### config.mk
export PLATFORM = sky130hd
export DESIGN_NAME = icache
export DESIGN_NICKNAME = d
export VERILOG_FILES = /design/src/rtl/cpu_types_pkg.sv /design/src/rtl/icache.sv
export SDC_FILE = /design/constraint.sdc
export NUM_CORES = 1
export LEC_CHECK = 0
export ABC_CLOCK_PERIOD_IN_PS = 5200
export CAP_MARGIN = 20
export CORE_UTILIZATION = 50
export DETAILED_ROUTE_END_ITERATION = 10
export PLACE_DENSITY = 0.7
export SYNTH_ARGS = -nofsm -noshare
export SYNTH_HDL_FRONTEND = slang
export SYNTH_SLANG_ARGS = --single-unit
### constraint.sdc
create_clock -name CLK -period 5.2 [get_ports CLK]
set_input_delay 1.04 -clock CLK [delete_from_list [all_inputs] [get_ports CLK]]
set_output_delay 1.04 -clock CLK [all_outputs]
set_load 0.02 [all_outputs]
### src/rtl/cpu_types_pkg.sv
// cpu_types_pkg
// Shared types for the pipelined CPU's cache slice: the machine word, the
// instruction-cache address split and frame layout (sized for the default
// 16-frame icache), and the icache controller state encoding.
package cpu_types_pkg;

  typedef logic [31:0] word_t;

  // Default icache geometry: 16 one-word frames.
  localparam int ICACHE_FRAMES = 16;
  localparam int IIDX_W        = $clog2(ICACHE_FRAMES);
  localparam int ITAG_W        = 30 - IIDX_W;

  // Fetch byte address viewed as {tag, index, byte offset}.
  typedef struct packed {
    logic [ITAG_W-1:0] tag;
    logic [IIDX_W-1:0] idx;
    logic [1:0]        bytoff;
  } icachef_t;

  // One cache frame.
  typedef struct packed {
    logic              valid;
    logic [ITAG_W-1:0] tag;
    word_t             data;
  } icache_frame_t;

  typedef enum logic {
    IDLE  = 1'b0,
    FETCH = 1'b1
  } icache_state_t;

endpackage : cpu_types_pkg

### src/rtl/icache.sv
// icache
// Direct-mapped, read-only instruction cache with one-word frames. Hits are
// answered combinationally in the request cycle; a miss issues a single-word
// fill to the memory controller and installs the returned word.
//
// Ports:
//   CLK, nRST          clock (rising edge), async active-low reset
//   imemREN, imemaddr  datapath fetch request and byte address
//   ihit, imemload     hit indication and instruction word (0 when no hit)
//   iREN, iaddr        fill request and word address to the controller
//   iwait, iload       controller busy flag and fill data (valid when iwait=0)
module icache
  import cpu_types_pkg::*;
#(
  parameter int FRAMES = 16,
  parameter int IDX_W  = $clog2(FRAMES),
  parameter int TAG_W  = 30 - IDX_W
) (
  input  logic        CLK,
  input  logic        nRST,
  input  logic        imemREN,
  input  logic [31:0] imemaddr,
  output logic        ihit,
  output logic [31:0] imemload,
  output logic        iREN,
  output logic [31:0] iaddr,
  input  logic        iwait,
  input  logic [31:0] iload
);

  icache_state_t state, next_state;

  logic [FRAMES-1:0] valid;
  logic [TAG_W-1:0]  tags [FRAMES];
  word_t             data [FRAMES];
  word_t             miss_addr;

  logic [TAG_W-1:0] addr_tag;
  logic [IDX_W-1:0] addr_idx;
  logic [TAG_W-1:0] fill_tag;
  logic [IDX_W-1:0] fill_idx;
  logic             hit;
  logic             fill;

  // Byte offset is architecturally always zero and carries no information.
  logic unused_bytoff;
  assign unused_bytoff = ^imemaddr[1:0];

  assign addr_tag = imemaddr[31:IDX_W+2];
  assign addr_idx = imemaddr[IDX_W+1:2];
  assign fill_tag = miss_addr[31:IDX_W+2];
  assign fill_idx = miss_addr[IDX_W+1:2];

  // Lookups are only answered in IDLE, so the in-flight fill word is never
  // forwarded while FETCH is still outstanding.
  assign hit      = imemREN && valid[addr_idx] && (tags[addr_idx] == addr_tag)
                    && (state == IDLE);
  assign ihit     = hit;
  assign imemload = hit ? data[addr_idx] : '0;

  // The fill lands on the cycle the controller drops iwait while we request.
  assign fill = (state == FETCH) && !iwait;

  // NOTE: the next-state block assigns every output a default first, so no
  // path through it leaves a value held and no latch is inferred.
  always_comb begin
    next_state = state;
    iREN       = 1'b0;
    iaddr      = '0;
    unique case (state)
      IDLE: begin
        if (imemREN && !hit) next_state = FETCH;
      end
      FETCH: begin
        iREN  = 1'b1;
        iaddr = miss_addr;
        if (!iwait) next_state = IDLE;
      end
      default: next_state = IDLE;
    endcase
  end

  // NOTE: sequential state uses non-blocking assignments so every flop
  // samples its inputs from the same pre-edge values.
  always_ff @(posedge CLK or negedge nRST) begin
    if (!nRST) begin
      state     <= IDLE;
      miss_addr <= '0;
      valid     <= '0;
    end else begin
      state <= next_state;
      if (state == IDLE && imemREN && !hit) miss_addr <= imemaddr;
      if (fill) valid[fill_idx] <= 1'b1;
    end
  end

  // NOTE: tag and data arrays are not reset; the valid bits alone decide
  // whether a frame's contents mean anything.
  always_ff @(posedge CLK) begin
    if (fill) begin
      tags[fill_idx] <= fill_tag;
      data[fill_idx] <= iload;
    end
  end

endmodule : icache

==> results of run 1 <==
worst max-delay path, cell delays in order:
cell and delay [ns]:
buf_8 0.12, buf_12 0.15, buf_16 0.17, mux4_2 0.51
mux2i_1 0.17, a211oi_1 0.14, buf_4 0.19, xor2_1 0.16
nand3b_1 0.20, nor4bb_2 0.28, nand4_1 0.14, buf_6 0.21
buf_12 0.17, nor2b_1 0.12, clkdlybuf4s15_2 0.28
placed cells by master (no fill, tap or decap), drive strengths merged, types with 6 or more instances in the layout:
master / instances
buf: 161
xor2: 12
nand4: 10
a32oi: 33
bufinv: 9
nand3: 9
clkdlybuf4s50: 94
clkdlybuf4s15: 22
nor2b: 37
or2: 17
nor2: 28
inv: 10
xnor2: 15
a211oi: 8
a22oi: 11
nor3: 10
a211o: 6
mux2i: 52
a2111oi: 6
nand2: 43
o31ai: 7
mux4: 248
edfxtp: 928
dfrtp: 49
clkbuf: 140
and2: 65
nor4: 6
nand2b: 18
o21ai: 32
mux2: 15
clkinv: 37
metal layers:
metal	part of all wire	wire (um)	GRT usage
met5	0.00031	28	0
met1	0.42	37740	0.3462
met2	0.47	42690	0.3622
met4	0.023	2059	0.06754
met3	0.090	8150	0.04713
kinds of logic after synthesis:
family          Yosys count  synth area share
simple gates            267           0.03943
compound gates          135           0.02723
xor+xnor                 27          0.006098
mux                     315            0.1618
buf+inv                 113           0.01523
flops                   977            0.7502
sequential cells by signal (all words and copies together) (netlist names):
name / cells
data: 512
tags: 416
miss_addr: 32
valid: 16
state: 1
power by group:
part / total [mW] / internal, mW / switching, mW
registers: 9.38 / 9.06 / 0.323
clock network: 6.86 / 3.98 / 2.88
logic: 1.38 / 0.649 / 0.728
total: 17.6 / 13.7 / 3.94
how the worst max path moves through the flow:
stage / slack (ns) / start / to
floorplan: 0.18 / imemaddr[4] / imemload[10]
global placement: -0.36 / imemaddr[18] / imemload[17]
detailed placement: -0.41 / imemaddr[2] / imemload[15]
CTS: 0.03 / imemaddr[3] / imemload[23]
global route: -0.12 / imemaddr[2] / imemload[7]
finish: 0.06 / imemaddr[2] / imemload[7]
final cells by class:
class | count | area (sq um)
Antenna cell | 3 | 7.507
Fill cell | 5440 | 30660
Sequential cell | 977 | 29090
Multi-Input combinational cell | 744 | 9253
Clock buffer | 129 | 2609
Tap cell | 1030 | 1289
Clock inverter | 51 | 514.2
Inverter | 7 | 28.78
Timing Repair Buffer | 289 | 2870
through the flow:
stage | cells | setup TNS (ns) | util
finish | 3230 | 0 | 0.5983
global route | 3227 | -2.022 | 0.5982
CTS | 3227 | 0 | 0.5986
detailed placement | 3043 | -12.14 | 0.5568
global placement | 3043 | -10.90 | 0.5568
floorplan | 1834 | 0 | -
what timing repair did:
action,CTS,global route
pin swaps,0,1
gates resized for setup,86,19
setup buffers,4,0
hold buffers,0,0
setup endpoints to repair,33,33
==> summary.txt, run 1 <==
Worst Tran Pin Value = 1.086 ns
Part of the cycle the worst path needs = 0.9890
Setup Skew = 0.01801 ns
RePlAce Congestion = 0.8270
Reg2reg end = miss_addr[25]$_DFFE_PN0P_
CTS tree = done
Most frequent cell after synthesis = edfxtp_1
WHS Endpoint = valid[9]$_DFFE_PN0P_
Layout cell share with drive strength beyond 1 = 0.2922
Starting density of the core = 0.5081
FMAX = 194.5 MHz
Post-DP HPWL = 50.94 mm
Sequential fraction of the synthesis area = 0.7502
Post-place setup slack = -0.4065 ns
Setup WS post-layout = 0.05730 ns
Endpoints failing hold = 0
Routed vias = 19,730
Seq cells post-synth = 977
Nature of the critical path startpoint = primary input
Top Ports = 134
Clock sink count = 977
Synth area leaders = edfxtp_1 72%, mux4_2 14%, dfrtp_1 3.2%
Routed wire length per instance = 28.07 um
Max Buffers Root-to-Sink = 3
Synth Flop Type = edfxtp_1
Pin count of the biggest net entering global routing = 56
Final wirelength = 90.67 mm
Top cells by count, synth = 928 x edfxtp_1, 248 x mux4_2, 65 x and2_1
Worst hold slack = 0.4657 ns
Core area = 76,330 sq um
Die Area = 78,680 sq um
Async SR Flop Fraction = 0.05015
Grt ovf = 0
Cells after Synth = 1,834
CP required = 4.16 ns
First-pass GRT wire length = 134.0 mm
Placed Area = 42,500 sq um
DRC viols = 0
Cell area after layout = 45,660 sq um
Die Height = 280.5 um
IO Port Bufs = 133
Final net count = 2,184
Mapped Avg Cell Area = 21.14 sq um
Status = finished clean
Critical Path Fanout Max = 12
Worst hold path cell count = 1
Worst Hold Launch = valid[9]$_DFFE_PN0P_
Flop2flop setup slack = 1.94 ns
Hold Path Class = reg -> reg
Vias/cell = 6.107
Worst r2r src = tags[0][21]$_DFFE_PP_
Cell taking the most area after synthesis = edfxtp_1
Area delta synth->final = 17.75%
Htree depth = 3
Pwr/cell area = 385.9 nW/um^2
Clock Pin Slew Worst Setup and Hold Paths = 0.06 ns
Synth Cell Area = 38,780 sq um
Die X = 280.5 um
Fin crit period = 5.143 ns
Worst reg-to-reg path cell count = 10
Mapped Nets = 1,902
Warnings from Yosys = 0
Total Power = 17.62 mW
ANT nets after route = 0
Yosys top cell area share = 0.7186
Leakage = 14.87 nW
Max cap viols = 0
Unique masters post-synth = 64
CP endpoint kind = output port
Initial antenna violation count = 4
Vias in the first global route = 20,250
Total CTS buffers = 97
Insertion delay to the later sink of the worst-skew pair = 0.65 ns
WP data arrival = 4.10 ns
Number of synthesized flops with an enable pin = 928
Drt first pass iters = 5
Root Driver = clkbuf_16
Max-slew headroom = 0.2744
Iter 0 DRT Violations = 2,176
Max-slew violation count = 0
Global-route usage over all layers = 0.2360
Critical path class = in -> out
FP Rows = 101
Unrepaired setup endpoints after global routing = true
Maximum vdd drop = 0.2692 mV
Setup violations, final = 0
(Power assumes the default switching activity.)
==> inputs of run 2 (changes only) <==
- DONT_BUFFER_PORTS: default -> 1
- PLACE_DENSITY: 0.7 -> 0.68
==> summary.txt, run 2 (synthesized netlist as in run 1, its figures left out) <==
FP Rows = 101
Setup Skew = 0.02701 ns
Critical Path Most Common Cell = buf_4
Total CTS buffers = 97
Layout cell share with drive strength beyond 1 = 0.2658
Htree depth = 3
Part of the cycle the worst path needs = 1.124
Worst r2r src = tags[13][9]$_DFFE_PP_
Largest regs = data x512, tags x416, miss_addr x32
Die Area = 78,680 sq um
Most frequent cells in the layout = 928 x edfxtp_1, 248 x mux4_2, 99 x clkbuf_16
Max-slew headroom = 0.09271
Initial antenna violation count = 2
Iter 0 DRT Violations = 2,050
Cell area after layout = 43,570 sq um
DRC viols = 0
Leakage = 13.92 nW
Fin crit period = 5.845 ns
Root Driver = clkbuf_16
Slowest CP cell = mux4_2
Area delta synth->final = 12.36%
Most common cell after layout, fill and taps aside = edfxtp_1
Insertion delay to the later sink of the worst-skew pair = 0.67 ns
Setup violations, final = 33
Sw frac = 0.2188
Starting density of the core = 0.5081
Die Height = 280.5 um
IO Port Bufs = 0
Routed vias = 18,980
Worst reg-to-reg path cell count = 9
Top Ports = 134
CP required = 4.16 ns
Flop pwr share = 0.548
Nature of the critical path startpoint = primary input
Layout filler cell count = 5,560
Worst Tran Pin Value = 1.361 ns
CTS tree = done
Vias in the first global route = 19,320
Final net count = 1,977
Maximum vdd drop = 0.2491 mV
First-pass GRT wire length = 131.3 mm
Top Family by Delay on Critical Path = multiplexers
Max Buffers Root-to-Sink = 3
Hold Path Class = in -> async
Routed wire length per instance = 29.68 um
Flop2flop setup slack = 1.88 ns
Placed Area = 40,460 sq um
Logic pwr share = 0.057
Clock Pin Slew Worst Setup and Hold Paths = 0.07 ns
Final wirelength = 89.63 mm
Hold_buf cts = 0
Vias/cell = 6.286
Status = finished with violations
ANT nets after route = 0
Max-slew violation count = 0
Critical path class = in -> out
Endpoints failing hold = 0
Reg2reg end = miss_addr[26]$_DFFE_PN0P_
Failing checks = negative setup slack
CP max stage delay = 0.89 ns
CP endpoint kind = output port
RePlAce Congestion = 0.7967
Die X = 280.5 um
Cell-by-cell trace of the critical path = mux4_2, mux2_2, or4b_1, a2111o_1, nor4_2, nand4_1, buf_4, clkbuf_16, nor2b_1, buf_4
Total Power = 17.12 mW
Max cap viols = 0
Pwr/cell area = 392.9 nW/um^2
Worst path depth = 10
Clock sink count = 977
Pin count of the biggest net entering global routing = 207
Largest register FFs = 512
Post-DP HPWL = 46.15 mm
Drt first pass iters = 5
Grt ovf = 0
Critical Path Fanout Max = 206
Global-route usage over all layers = 0.2313
Critical path buffers and inverters = 3
Setup WS post-layout = -0.6455 ns
Clk pwr share = 0.395
Largest Register = data
Antenna cells = 0
Psw = 3.746 mW
Core area = 76,330 sq um
FMAX = 171.1 MHz
WP data arrival = 4.81 ns
Internal power = 13.37 mW
[run 2: cell types whose count changed in the layout (fill, tap and decap cells not counted), sizes merged]
| cell | previous run | this run |
|---|---|---|
| clkdlybuf4s15 | 22 | 0 |
| clkinvlp | 2 | 3 |
| inv | 10 | 7 |
| clkinv | 37 | 45 |
| clkbuf | 140 | 127 |
| diode | 3 | 0 |
| clkdlybuf4s50 | 94 | 0 |
| buf | 161 | 81 |
| bufinv | 9 | 6 |
| dlymetal6s2s | 1 | 0 |
[run 2: how the worst max path moves through the flow]
| stage | end | startpoint |
|---|---|---|
| 5_1_grt | imemload[8] | imemaddr[2] |
| 4_1_cts | imemload[1] | imemaddr[4] |
| 3_5_place_dp | imemload[1] | imemaddr[4] |
| 6_report | imemload[19] | imemaddr[2] |
| 3_3_place_gp | imemload[0] | imemaddr[2] |
| 2_1_floorplan | imemload[10] | imemaddr[4] |
[run 2: area by class of cell]
cell class | instances | area, sq um | area share
clock inverters | 54 | 465.4 | 0.01068
repair buffers | 82 | 840.8 | 0.01930
multi-input cells | 744 | 9250 | 0.2123
inverters | 7 | 28.78 | 0.0006604
clock buffers | 126 | 2608 | 0.05984
well taps | 1030 | 1289 | 0.02958
flip-flops and latches | 977 | 29090 | 0.6677
[run 2: power groups by stage]
stage               clock network, mW  logic [mW]  registers, mW
finish                           6.76       0.970           9.39
global route                     7.16        1.03           9.42
CTS                              6.86       0.972           9.38
detailed placement                  0       0.966           9.55
global placement                    0       0.946           9.51
floorplan                           0       0.811           9.39
[run 2: repair_timing]
item	4_1_cts	5_1_grt
setup buffers	0	1
gates resized for setup	0	2
endpoints found under the setup margin	0	33
[run 2: per-layer routing]
metal	vias to the layer above	GRT usage	wire (um)	share of wire
met2	849	0.3550	42480	0.47
met5	-	0	0	0
li1	7801	-	-	-
met4	0	0.05507	1694	0.019
met3	121	0.04696	7642	0.085
met1	10210	0.3436	37810	0.42
[run 2: through the flow]
stage                     setup slack [ns]  hold slack, ns  instances   TNS [ns]  utilization
final                              -0.6455         0.08373       3020     -20.35       0.5709
after global routing             -0.005881         0.05292       3020  -0.006964       0.5709
after CTS                           0.1260         0.05320       3018          0       0.5703
after detailed placement            0.1723          0.4531       2838          0       0.5301
after global placement              0.1991          0.4457       2837          0       0.5297
after floorplan                     0.1765          0.4337       1834          0            -
==> inputs of run 3 (changes only) <==
- CORE_MARGIN: default -> 4
- MAX_ROUTING_LAYER: default -> met4
==> summary.txt, run 3 (synthesized netlist as in run 1, its figures left out) <==
Status = finished clean
Worst reg-to-reg path cell count = 9
Layout cell share with drive strength beyond 1 = 0.2660
Clock Pin Slew Worst Setup and Hold Paths = 0.06 ns
IO Port Bufs = 0
Setup TNS = 0 ns
Max-slew violation count = 0
Hold Path Class = in -> async
Maximum vdd drop = 0.2980 mV
Iter 0 DRT Violations = 2,168
Initial antenna violation count = 3
Htree depth = 3
Flop2flop setup slack = 2.07 ns
Pin count of the biggest net entering global routing = 207
Starting density of the core = 0.5072
Die X = 286.5 um
DR WL met2 = 41.69 mm
Fin crit period = 5.126 ns
Post-DP HPWL = 44.55 mm
WL met1 = 36.18 mm
WP data arrival = 4.09 ns
RePlAce Congestion = 0.8055
Core area = 76,450 sq um
Setup repair bufs after CTS = 0
CTS tree = done
Grt ovf = 0
Insertion delay to the later sink of the worst-skew pair = 0.67 ns
Vias/cell = 6.231
FMAX = 195.1 MHz
Global-route usage over all layers = 0.2235
Highest routed layer = met4
Nature of the critical path startpoint = primary input
Max-slew headroom = 0.3548
Max cap viols = 0
Routed wire length per instance = 29.15 um
Routed vias = 18,810
Max Buffers Root-to-Sink = 3
Unrepaired setup endpoints after global routing = false
Leakage = 13.90 nW
Worst Tran Pin Value = 0.9656 ns
First-pass GRT wire length = 130.7 mm
Largest Register = data
Antenna cells = 0
Setup violations, final = 0
Critical Path Fanout Max = 206
Top Ports = 134
Die Height = 286.5 um
Final net count = 1,978
Most frequent cells in the layout = 928 x edfxtp_1, 248 x mux4_2, 100 x clkbuf_16
Largest register FFs = 512
Area delta synth->final = 12.14%
Met3 routed WL = 8.223 mm
Drt first pass iters = 5
Total CTS buffers = 98
Post-place setup slack = 0.1952 ns
Clock sink count = 977
CP required = 4.16 ns
Critical path class = in -> out
CP endpoint kind = output port
Endpoints failing hold = 0
Setup Skew = 0.03196 ns
Root Driver = clkbuf_16
Final wirelength = 88.01 mm
Die Area = 82,080 sq um
Pwr/cell area = 390.8 nW/um^2
Vias in the first global route = 19,130
Largest regs = data x512, tags x416, miss_addr x32
FP Rows = 101
Part of the cycle the worst path needs = 0.9859
Setup WS post-layout = 0.07354 ns
Most common cell after layout, fill and taps aside = edfxtp_1
DRC viols = 0
ANT nets after route = 0
run 3: critical path, stage by stage:
cell      delay [ns]
mux4_2          0.55
mux2i_1         0.08
a211oi_1        0.47
xor2_1          0.22
nand3b_1        0.21
nor4bb_1        0.35
nand4_1         0.22
buf_12          0.23
nor2b_1         0.16
buf_4           0.16
run 3: power by group:
group          switching, mW  total (mW)  internal [mW]
registers              0.312        9.37           9.06
clock network           2.90        6.64           3.74
logic                  0.506       0.979          0.473
total                   3.72        17.0           13.3
run 3: path summary, 6_finish.rpt:
check                                        from                         to
min in group CLK                        iload[17]      data[6][17]$_DFFE_PP_
hold reg to reg              valid[0]$_DFFE_PN0P_       valid[0]$_DFFE_PN0P_
setup / recovery                      imemaddr[2]                imemload[2]
max in group asynchronous                    nRST  miss_addr[29]$_DFFE_PN0P_
setup reg to reg           tags[12][21]$_DFFE_PP_  miss_addr[22]$_DFFE_PN0P_
hold / removal                               nRST       valid[8]$_DFFE_PN0P_
run 3: through the flow:
step | hold WS [ns] | power (mW) | std cells | util | instance area [sq um]
after detailed placement | 0.4492 | 10.51 | 2840 | 0.5289 | 40440
after global placement | 0.4454 | 10.46 | 2839 | 0.5285 | 40410
final | 0.08137 | 16.99 | 3019 | 0.5688 | 43490
after global routing | 0.04049 | 17.57 | 3019 | 0.5688 | 43490
after floorplan | 0.4337 | 10.20 | 1834 | - | 38800
after CTS | 0.03936 | 17.13 | 3019 | 0.5687 | 43480
run 3: what timing repair did:
| action | 4_1_cts | 5_1_grt |
|---|---|---|
| setup endpoints to repair | 0 | 1 |
| hold buffers | 0 | 0 |
| gates resized for setup | 0 | 1 |
run 3: cell type report:
| type | count | area, sq um |
|---|---|---|
| multi-input combinational | 744 | 9249 |
| clock inverter | 50 | 400.4 |
| tap | 1030 | 1289 |
| clock buffer | 129 | 2641 |
| timing repair buffer | 82 | 785.8 |
| inverter | 7 | 28.78 |
| fill | 5583 | 32970 |
| sequential | 977 | 29090 |
run 3: layer usage:
layer / track usage / vias up
li1: - / 7795
met1: 0.3187 / 9989
met2: 0.3346 / 886
met3: 0.05083 / 142
met4: 0.05427 / 0
met5: - / -
